## config.mk

```make
export PLATFORM = sky130hd
export DESIGN_NAME = ifu_fetch
export DESIGN_NICKNAME = d
export VERILOG_FILES = /design/src/rtl/ifu_fetch.sv
export SDC_FILE = /design/constraint.sdc
export NUM_CORES = 1
export LEC_CHECK = 0
export ABC_CLOCK_PERIOD_IN_PS = 1550
export BUFFER_PORTS_ARGS = -buffer_cell sky130_fd_sc_hd__clkbuf_2
export CORE_MARGIN = 4
export CORE_UTILIZATION = 38
export CTS_CLUSTER_SIZE = 30
export DETAILED_ROUTE_END_ITERATION = 8
export GPL_TIMING_DRIVEN = 0
export HOLD_SLACK_MARGIN = 0.05
export PLACE_DENSITY = 0.8
export SLEW_MARGIN = 20
export SYNTH_ARGS = -nofsm -noshare
export SYNTH_HDL_FRONTEND = slang
export SYNTH_SLANG_ARGS = --single-unit
export TNS_END_PERCENT = 20
```

## constraint.sdc

```tcl
create_clock -name clk -period 1.55 [get_ports clk]
set_input_delay 0.465 -clock clk [delete_from_list [all_inputs] [get_ports clk]]
set_output_delay 0.465 -clock clk [all_outputs]
set_load 0.005 [all_outputs]
```

## src/rtl/ifu_fetch.sv

```systemverilog
// ifu_fetch: single-outstanding instruction fetch FSM (IDLE/REQ/WAIT/OUT).
// Optional macro IFU_MISALIGN_CHECK_EN: misaligned PC faults with no bus access.
// Ports: clk, rst (sync, active-high); pc_i/fetch_start start a fetch;
//   mem_req_* read request (valid/ready), mem_rsp_* read response;
//   inst_valid/inst_ready hand inst_o, inst_pc, fetch_err to decode; busy.
module ifu_fetch #(
  parameter int unsigned RST_FETCH = 1
) (
  input  logic        clk,
  input  logic        rst,
  input  logic [31:0] pc_i,
  input  logic        fetch_start,
  output logic        mem_req_valid,
  input  logic        mem_req_ready,
  output logic [31:0] mem_req_addr,
  input  logic        mem_rsp_valid,
  input  logic [31:0] mem_rsp_data,
  input  logic        mem_rsp_err,
  output logic        inst_valid,
  input  logic        inst_ready,
  output logic [31:0] inst_o,
  output logic [31:0] inst_pc,
  output logic        fetch_err,
  output logic        busy
);

  localparam logic [1:0] IDLE = 2'd0;
  localparam logic [1:0] REQ  = 2'd1;
  localparam logic [1:0] WAIT = 2'd2;
  localparam logic [1:0] OUT  = 2'd3;

  localparam logic [31:0] NOP = 32'h0000_0013;

  logic [1:0]  state_q;
  logic [1:0]  state_d;
  logic [31:0] addr_q;
  logic [31:0] inst_q;
  logic        err_q;
  logic        boot_q;
  logic        start;
  logic        misal;

  // boot_q marks the first cycle out of reset so it can act as a start
  assign start = fetch_start | ((RST_FETCH != 0) & boot_q);

`ifdef IFU_MISALIGN_CHECK_EN
  assign misal = |pc_i[1:0];
`else
  assign misal = 1'b0;
`endif

  always_comb begin
    state_d = state_q;
    unique case (state_q)
      IDLE: if (start) state_d = misal ? OUT : REQ;
      REQ:  if (mem_req_ready) state_d = WAIT;
      WAIT: if (mem_rsp_valid) state_d = OUT;
      OUT:  if (inst_ready) state_d = IDLE;
    endcase
  end

  always_ff @(posedge clk) begin
    if (rst) begin
      state_q <= IDLE;
      addr_q  <= '0;
      inst_q  <= NOP;
      err_q   <= 1'b0;
      boot_q  <= 1'b1;
    end else begin
      state_q <= state_d;
      boot_q  <= 1'b0;
      if (state_q == IDLE && start) begin
        addr_q <= pc_i;
        if (misal) begin
          inst_q <= NOP;
          err_q  <= 1'b1;
        end
      end
      // responses are only taken once the request has been accepted
      if (state_q == WAIT && mem_rsp_valid) begin
        inst_q <= mem_rsp_data;
        err_q  <= mem_rsp_err;
      end
    end
  end

  assign mem_req_valid = (state_q == REQ);
  assign mem_req_addr  = addr_q;
  assign inst_valid    = (state_q == OUT);
  assign inst_o        = inst_q;
  assign inst_pc       = addr_q;
  assign fetch_err     = err_q;
  assign busy          = (state_q != IDLE);

`ifndef SYNTHESIS
  // a start while busy is dropped; record it and make sure it is harmless
  cover property (@(posedge clk) disable iff (rst)
    busy && fetch_start);

  a_ignore_start: assert property (@(posedge clk) disable iff (rst)
    busy && fetch_start |=> $stable(addr_q));

  a_req_hold: assert property (@(posedge clk) disable iff (rst)
    mem_req_valid && !mem_req_ready |=>
      mem_req_valid && $stable(mem_req_addr));

  a_out_hold: assert property (@(posedge clk) disable iff (rst)
    inst_valid && !inst_ready |=>
      inst_valid && $stable(inst_o) && $stable(fetch_err));
`endif

endmodule

```

==> results of run 1 <==
metrics by stage:
step	total power (uW)	area [um^2]
detailed placement	4180	3670
global placement	4110	3670
floorplan	3340	2700
CTS	5620	3880
global route	6020	3930
finish	5630	3930
worst max-delay path, cell delays in order, from the launching register on:
cell	delay [ps]
dfxtp_4	370
inv_4	70
ha_4	150
inv_2	40
buf_6	100
path summary, 6_finish.rpt:
kind                            from                      end  slack (ps)  depth (start not counted)
max          state_q[1]$_SDFFE_PP0P_                     busy          10                          4
max reg2reg  state_q[0]$_SDFFE_PP0P_  inst_o[14]$_SDFFE_PP0P_         100                          7
min                              rst           boot_q$_DFF_P_         310                          1
min reg2reg   fetch_err$_SDFFE_PP0P_   fetch_err$_SDFFE_PP0P_         450                          2
cell usage after synthesis:
cell type  count
inv_1          3
clkbuf_1       9
o21a_1         1
mux2i_1        2
dfxtp_1       68
nand2_1      131
nor2b_1        3
buf_2         11
ha_1           5
o21ai_1        1
a2111oi_4      1
o21bai_1       1
and2_1         1
nand3b_1       3
a21oi_1       62
buf_4         32
nor2_1         1
nand2b_1       3
sequential cells by signal, summed over array words and instances, names as in the netlist:
name	cells
boot_q	1
inst_o	32
fetch_err	1
inst_pc	32
state_q	2
kinds of logic (layout without fill, tap and decap cells):
group                    count (synthesis)  in the layout  share of synthesized area [%]
AO/OA/AOI/OAI                           66             66                           13.2
buffers and inverters                   55            243                           12.6
AND/OR/NAND/NOR                        142            142                           20.8
adder cells (fa/ha/maj)                  5              5                           2.31
flip-flops                              68             68                           50.3
multiplexers                             2              2                          0.740
layout make-up:
cell class,instances,area [um^2],share of cell area [%]
flip-flops and latches,68,1370,34.8
multi-input cells,215,1020,25.9
repair buffers,172,878,22.3
plain buffers,52,343,8.72
clock buffers,11,131,3.34
well taps,96,120,3.06
clock inverters,5,52.6,1.34
inverters,3,16.3,0.414
where the power goes:
group	total, uW	switching [uW]	internal, uW	leakage (uW)
sequential	2300	234	2070	0.000557
clock	1390	653	736	0.0000931
combinational	1940	931	1010	0.00132
total	5630	1820	3810	0.00197
what timing repair did:
action / 4_1_cts / 5_1_grt
pin swaps: 0 / 1
buffers inserted: 0 / 2
gates resized for setup: 10 / 17
setup endpoints to repair: 34 / 22
routing by layer:
layer	vias up	part of all wire (%)
met5	-	0
met4	0	1.9
met3	14	9.5
met2	128	50
met1	1203	39
li1	1404	-
==> impl_metrics.csv, run 1 <==
group,metric,value,unit
finish,final_cell_mix,"170 x clkbuf_2, 130 x nand2_1, 66 x dfxtp_1",
cts,clk_pin_slew,70,ps
finish,nets,597,
global_route,grt_pass1_wl,12.0,mm
sta,rsz0062_at_grt,"yes",
sta,period_needed,1540,ps
synthesis,synth_area_leaders,"dfxtp_1 50%, nand2_1 18%, a21oi_1 11%",
finish,fin_util,57.2,%
synthesis,syn_area,2700,um^2
sta,tns,0,ps
place,place_ws,-92.3,ps
drt,wl_per_cell,12.6,um
sta,fin_skew,7.24,ps
power,worst_ir_drop_vdd,0.000520,V
synthesis,postSynthCellCount,338,
cts,clockBufferDepth,2,
sta,min_period_over_period,99.2,%
place,io_buffer_count,170,
drt,final_antenna_net_count,0,
drt,num_vias,2749,
floorplanning,initial_utilization,39.4,%
worst_hold_path,hp-class,"input port to flop",
drt,wirelength,7.82,mm
drt,drc,0,
global_route,grt_usage,17.8,%
cts,cts.sinks,68,
floorplanning,core,6870,um^2
finish,area.growth.synth_to_final,45.3,%
cts,htreeDepth,3,
setup_path,critPathArrivalTime,1070,ps
floorplanning,die_w,92.4,um
synthesis,synth-seq-area-share,50.3,%
outcome,outcome,"finished clean",
drt,drt_pass1_iterations,4,
floorplanning,num_rows,30,
power,power.leakage,0.00197,uW
setup_path,crit_path_start_kind,"flop",
setup_path,endpoint_kind,"primary output",
finish,final_cell_count_no_fill,622,
sta,maxSlewHeadroom,66.9,%
finish,drive_above_1_share,45.8,%
place,place_congestion,0.768,
sta,setup_slack,12.2,ps
cts,cts_buffers,9,
global_route,grt_pass1_vias,2611,
finish,fillerInstances,664,
drt,drtIter0Drc,32,
setup_path,cp_max_fo,4,
global_route,grt_antenna_before_repair,0,
global_route,grt_use_met1,18.4,%
finish,layout_commonest_cell,"clkbuf_2",
floorplanning,die_area,8530,um^2
setup_path,worstSetupPathType,"flop to primary output",
global_route,busiest_layer,"met2",
place,place_inst,604,
synthesis,syn_nets,414,
sta,setup_violations,0,
sta,final_max_slew_viol_count,0,
global_route,met3_usage,7.07,%
place,hpwl,6.06,mm
setup_path,worstPathRequired,1080,ps
cts,cts_tree,"built",
synthesis,yosysTopAreaCell,"dfxtp_1",
synthesis,yosysWarnings,0,
global_route,grt_use_met2,32.2,%
sta,hold_violations,0,
cts,root_buffer,"clkbuf_8",
synthesis,synth_seq_cells,68,
synthesis,netlist-cell-type-count,18,
global_route,grt_max_degree,12,
sta,fmax,650,MHz
floorplanning,die_h,92.4,um
cts,clk_latency,340,ps
global_route,grt-ovfl-total,0,
cts,hold_buffers,0,
finish,diodes,0,
floorplanning,io_pins,171,
drt,drt-vias-per-instance,4.42,
power,cellPowerDensity,1430,nW/um^2
synthesis,syn_avg_cell_area,8.00,um^2
run,drv_cap,0,
synthesis,synth_top_area_share,50.3,%
sta,holdWs,308,ps
sta,tightest_slew,496,ps
Note: power is estimated with default switching activity, not from simulation.
==> run 2: changes to the inputs <==
--- a/config.mk
+++ b/config.mk
@@ -9,12 +9,12 @@
 export BUFFER_PORTS_ARGS = -buffer_cell sky130_fd_sc_hd__clkbuf_2
 export CORE_MARGIN = 4
 export CORE_UTILIZATION = 38
+export CTS_BUF_LIST = sky130_fd_sc_hd__clkbuf_8 sky130_fd_sc_hd__clkbuf_16
 export CTS_CLUSTER_SIZE = 30
 export DETAILED_ROUTE_END_ITERATION = 8
 export GPL_TIMING_DRIVEN = 0
 export HOLD_SLACK_MARGIN = 0.05
 export PLACE_DENSITY = 0.8
-export SLEW_MARGIN = 20
 export SYNTH_ARGS = -nofsm -noshare
 export SYNTH_HDL_FRONTEND = slang
 export SYNTH_SLANG_ARGS = --single-unit
==> impl_metrics.csv, run 2 (synthesis results as in run 1) <==
group,metric,value,unit
setup_path,endpoint_kind,"primary output",
setup_path,r2r-start,"state_q[0]$_SDFFE_PP0P_",
sta,rsz0062_at_grt,"yes",
setup_path,crit_family,"flip-flops",
cts,clk_latency,340,ps
drt,drc,0,
drt,drt-vias-per-instance,4.42,
cts,root_buffer,"clkbuf_8",
setup_path,worstPathRequired,1080,ps
drt,final_antenna_net_count,0,
sta,holdWs,312,ps
finish,nets,597,
floorplanning,die_area,8530,um^2
sta,period_needed,1530,ps
place,place_congestion,0.768,
cts,clk_pin_slew,70,ps
global_route,grt_pass1_vias,2614,
cts,cts.sinks,68,
floorplanning,io_pins,171,
finish,fin_util,57.2,%
sta,tightest_slew,496,ps
drt,drtIter0Drc,38,
power,cellPowerDensity,1430,nW/um^2
setup_path,critPathArrivalTime,1070,ps
place,io_buffer_count,170,
cts,htreeDepth,3,
floorplanning,initial_utilization,39.4,%
floorplanning,die_w,92.4,um
global_route,grt_max_degree,12,
floorplanning,core,6870,um^2
finish,area.growth.synth_to_final,45.3,%
sta,maxSlewHeadroom,66.9,%
setup_path,max_stage_delay,370,ps
setup_path,crit_path_start_kind,"flop",
floorplanning,num_rows,30,
global_route,grt-ovfl-total,0,
global_route,grt_usage,17.8,%
finish,fillerInstances,664,
place,place_ws,-92.3,ps
setup_path,critPathBufInv,3,
setup_path,worst-r2r-setup-slack,100,ps
setup_path,cp_max_fo,4,
finish,drive_above_1_share,45.8,%
worst_hold_path,hold_path_end,"boot_q$_DFF_P_",
finish,final_cell_mix,"170 x clkbuf_2, 130 x nand2_1, 66 x dfxtp_1",
global_route,grt_pass1_wl,12.0,mm
sta,fin_skew,6.21,ps
sta,final_max_slew_viol_count,0,
worst_hold_path,min_from,"rst",
setup_path,path_cells,"inv_4, ha_4, inv_2, buf_6",
worst_hold_path,holdPathStages,1,
place,hpwl,6.06,mm
drt,wl_per_cell,12.6,um
sta,setup_violations,0,
setup_path,cp_slowest_cell,"dfxtp_4",
drt,wirelength,7.83,mm
worst_hold_path,hp-class,"input port to flop",
cts,clockBufferDepth,2,
setup_path,worstSetupPathType,"flop to primary output",
sta,fmax,651,MHz
sta,setup_slack,15.0,ps
setup_path,rr_worst_depth,7,
drt,num_vias,2747,
floorplanning,die_h,92.4,um
drt,drt_pass1_iterations,4,
cts,cts_tree,"built",
power,worst_ir_drop_vdd,0.000519,V
power,power.leakage,0.00198,uW
finish,layout_commonest_cell,"clkbuf_2",
cts,cts_buffers,9,
setup_path,reg2reg_to,"inst_o[14]$_SDFFE_PP0P_",
finish,diodes,0,
global_route,grt_antenna_before_repair,0,
sta,hold_violations,0,
run,drv_cap,0,
outcome,outcome,"finished clean",
sta,min_period_over_period,99.0,%
run 2: cell types whose count changed in the layout (fill, tap and decap cells not counted):
cell	delta
inv_1	+2
clkbuf_1	-2
run 2: report_power, final:
part | total (uW) | switching, uW | internal, uW | leakage [uW]
sequential | 2300 | 234 | 2070 | 0.000557
combinational | 1940 | 932 | 1010 | 0.00132
clock | 1370 | 651 | 723 | 0.000101
total | 5620 | 1820 | 3800 | 0.00198
run 2: cell type report:
type / instances / area (um^2) / area share, %
sequential: 68 / 1370 / 34.8
multi-input combinational: 215 / 1020 / 25.9
timing repair buffer: 172 / 878 / 22.3
buffer: 52 / 343 / 8.72
clock buffer: 9 / 124 / 3.15
tap: 96 / 120 / 3.06
clock inverter: 7 / 60.1 / 1.53
inverter: 3 / 16.3 / 0.414
run 2: per-stage QoR:
stage / TNS [ps] / instance area [um^2] / std cells / power (uW)
after CTS: -77.0 / 3880 / 620 / 5610
final: 0 / 3930 / 622 / 5620
after floorplan: 0 / 2700 / 338 / 3340
after detailed placement: -1500 / 3670 / 604 / 4180
after global placement: -675 / 3670 / 604 / 4110
after global routing: -50.2 / 3930 / 622 / 6010
run 2: per-layer routing:
metal  routed length (um)  global-route usage, %
met1                 3020                   18.4
met2                 3920                   32.2
met3                  747                   7.07
met4                  146                   6.31
met5                    0                      0
run 2: how the worst max path moves through the flow:
stage                             from  cells past startpoint                 endpoint  slack [ps]
6_report       state_q[1]$_SDFFE_PP0P_                      4                     busy          20
5_1_grt        state_q[1]$_SDFFE_PP0P_                      4                     busy         -30
4_1_cts        state_q[1]$_SDFFE_PP0P_                      4                     busy         -50
3_5_place_dp   state_q[0]$_SDFFE_PP0P_                      6  inst_o[26]$_SDFFE_PP0P_         -90
3_3_place_gp   state_q[0]$_SDFFE_PP0P_                      6  inst_o[16]$_SDFFE_PP0P_         -30
2_1_floorplan  state_q[1]$_SDFFE_PP0P_                      5  state_q[0]$_SDFFE_PP0P_         190
run 2: timing repair:
action	CTS	global route
buffers inserted	0	2
pin swaps	0	1
setup endpoints to repair	34	22
hold buffers	0	0
resized for setup	10	17
hold endpoints to repair	0	0
run 2: worst reg2reg max path, stage by stage, from the launching register on:
cell	delay, ps
dfxtp_4	360
inv_4	70
ha_1	210
and2_1	140
buf_2	190
buf_4	200
nand2_1	70
a21oi_1	140
==> run 3: changes to the inputs <==
--- a/config.mk
+++ b/config.mk
@@ -5,7 +5,7 @@
 export SDC_FILE = /design/constraint.sdc
 export NUM_CORES = 1
 export LEC_CHECK = 0
-export ABC_CLOCK_PERIOD_IN_PS = 1550
+export ABC_CLOCK_PERIOD_IN_PS = 1900
 export BUFFER_PORTS_ARGS = -buffer_cell sky130_fd_sc_hd__clkbuf_2
 export CORE_MARGIN = 4
 export CORE_UTILIZATION = 38
==> constraint.sdc (replaced) <==
create_clock -name clk -period 1.9 [get_ports clk]
set_input_delay 0.57 -clock clk [delete_from_list [all_inputs] [get_ports clk]]
set_output_delay 0.57 -clock clk [all_outputs]
set_load 0.005 [all_outputs]
==> impl_metrics.csv, run 3 (synthesis results as in run 1) <==
group,metric,value,unit
sta,tns,0,ps
sta,rsz0062_at_grt,"no",
drt,drt_pass1_iterations,4,
global_route,grt_usage,17.8,%
place,io_buffer_count,170,
cts,clk_pin_slew,70,ps
drt,wirelength,7.70,mm
cts,cts_buffers,9,
floorplanning,die_h,92.4,um
finish,layout_commonest_cell,"clkbuf_2",
sta,min_period_over_period,94.8,%
drt,drc,0,
power,worst_ir_drop_vdd,0.000422,V
global_route,grt_max_degree,12,
setup_path,cp_max_fo,4,
power,power.leakage,0.00195,uW
floorplanning,initial_utilization,39.4,%
place,post_dp_cell_area,3670,um^2
sta,hold_violations,0,
sta,period_needed,1800,ps
setup_path,critPathArrivalTime,1230,ps
sta,fmax,555,MHz
drt,drt-vias-per-instance,4.40,
sta,tightest_slew,494,ps
finish,area.growth.synth_to_final,42.8,%
outcome,outcome,"finished clean",
sta,fin_skew,7.90,ps
setup_path,endpoint_kind,"primary output",
floorplanning,die_area,8530,um^2
power,cellPowerDensity,1160,nW/um^2
floorplanning,io_pins,171,
sta,final_max_slew_viol_count,0,
setup_path,worstPathRequired,1330,ps
floorplanning,core,6870,um^2
finish,nets,595,
sta,setup_violations,0,
worst_hold_path,hp-class,"input port to flop",
cts,cts_tree,"built",
finish,final_cell_count_no_fill,620,
place,hpwl,6.06,mm
setup_path,crit_path_start_kind,"flop",
global_route,grt_pass1_vias,2608,
floorplanning,die_w,92.4,um
global_route,grt_antenna_before_repair,0,
global_route,grt-ovfl-total,0,
finish,drive_above_1_share,43.7,%
finish,diodes,0,
place,place_inst,604,
drt,num_vias,2728,
finish,final_cell_mix,"170 x clkbuf_2, 131 x nand2_1, 68 x dfxtp_1",
place,place_congestion,0.768,
drt,wl_per_cell,12.4,um
cts,root_buffer,"clkbuf_8",
drt,final_antenna_net_count,0,
cts,clk_latency,340,ps
setup_path,worstSetupPathType,"flop to primary output",
global_route,grt_pass1_wl,12.0,mm
floorplanning,num_rows,30,
cts,htreeDepth,3,
drt,drtIter0Drc,34,
sta,holdWs,411,ps
run,drv_cap,0,
finish,fin_area,3860,um^2
cts,clockBufferDepth,2,
finish,fillerInstances,672,
cts,cts.sinks,68,
sta,maxSlewHeadroom,67.1,%
==> run 3: power by group <==
part	internal [uW]	switching (uW)	total [uW]
Sequential	1680	181	1860
Clock	590	531	1120
Combinational	759	741	1500
==> run 3: critical path, cell delays in order, from the launching register on <==
cell and delay (ps):
dfxtp_1 390, inv_1 100, ha_2 220, inv_1 70, clkbuf_2 110
==> run 3: worst paths after layout <==
kind	startpoint	to	slack (ps)	cells past startpoint
max	state_q[1]$_SDFFE_PP0P_	busy	100	4
min	rst	boot_q$_DFF_P_	410	1
max reg2reg	state_q[0]$_SDFFE_PP0P_	inst_o[8]$_SDFFE_PP0P_	270	6
min reg2reg	inst_o[6]$_SDFFE_PP0P_	inst_o[6]$_SDFFE_PP0P_	450	2
==> run 3: repair_timing <==
item / CTS / global route
buffers inserted: 0 / 0
endpoints found under the setup margin: 0 / 1
endpoints found under the hold margin: 0 / 0
hold buffers: 0 / 0
resized for setup: 0 / 1
==> run 3: cell type report <==
type                            instances  area, um^2  share of cell area, %
Buffer                                 52         329                   8.52
Clock inverter                          7        60.1                   1.56
Clock buffer                            9         124                   3.21
Tap cell                               96         120                   3.11
Inverter                                3        11.3                  0.292
Multi-Input combinational cell        215        1000                   26.0
Sequential cell                        68        1360                   35.3
Timing Repair Buffer                  170         851                   22.0
==> run 3: layer usage <==
layer  track usage, %  wire (um)  share of wire, %
met1             18.5       3030                39
met4             6.31        129               1.7
met5                0          0                 0
met2             32.1       3790                49
met3             7.07        746               9.7
==> run 3: per-stage QoR <==
stage               worst slack, ps  utilization [%]  power [uW]
floorplan                       545                -        2730
finish                         98.6             56.2        4480
CTS                            16.6             56.2        4550
global route                   25.0             56.2        4800
detailed placement              258             53.5        3410
global placement                316             53.5        3350
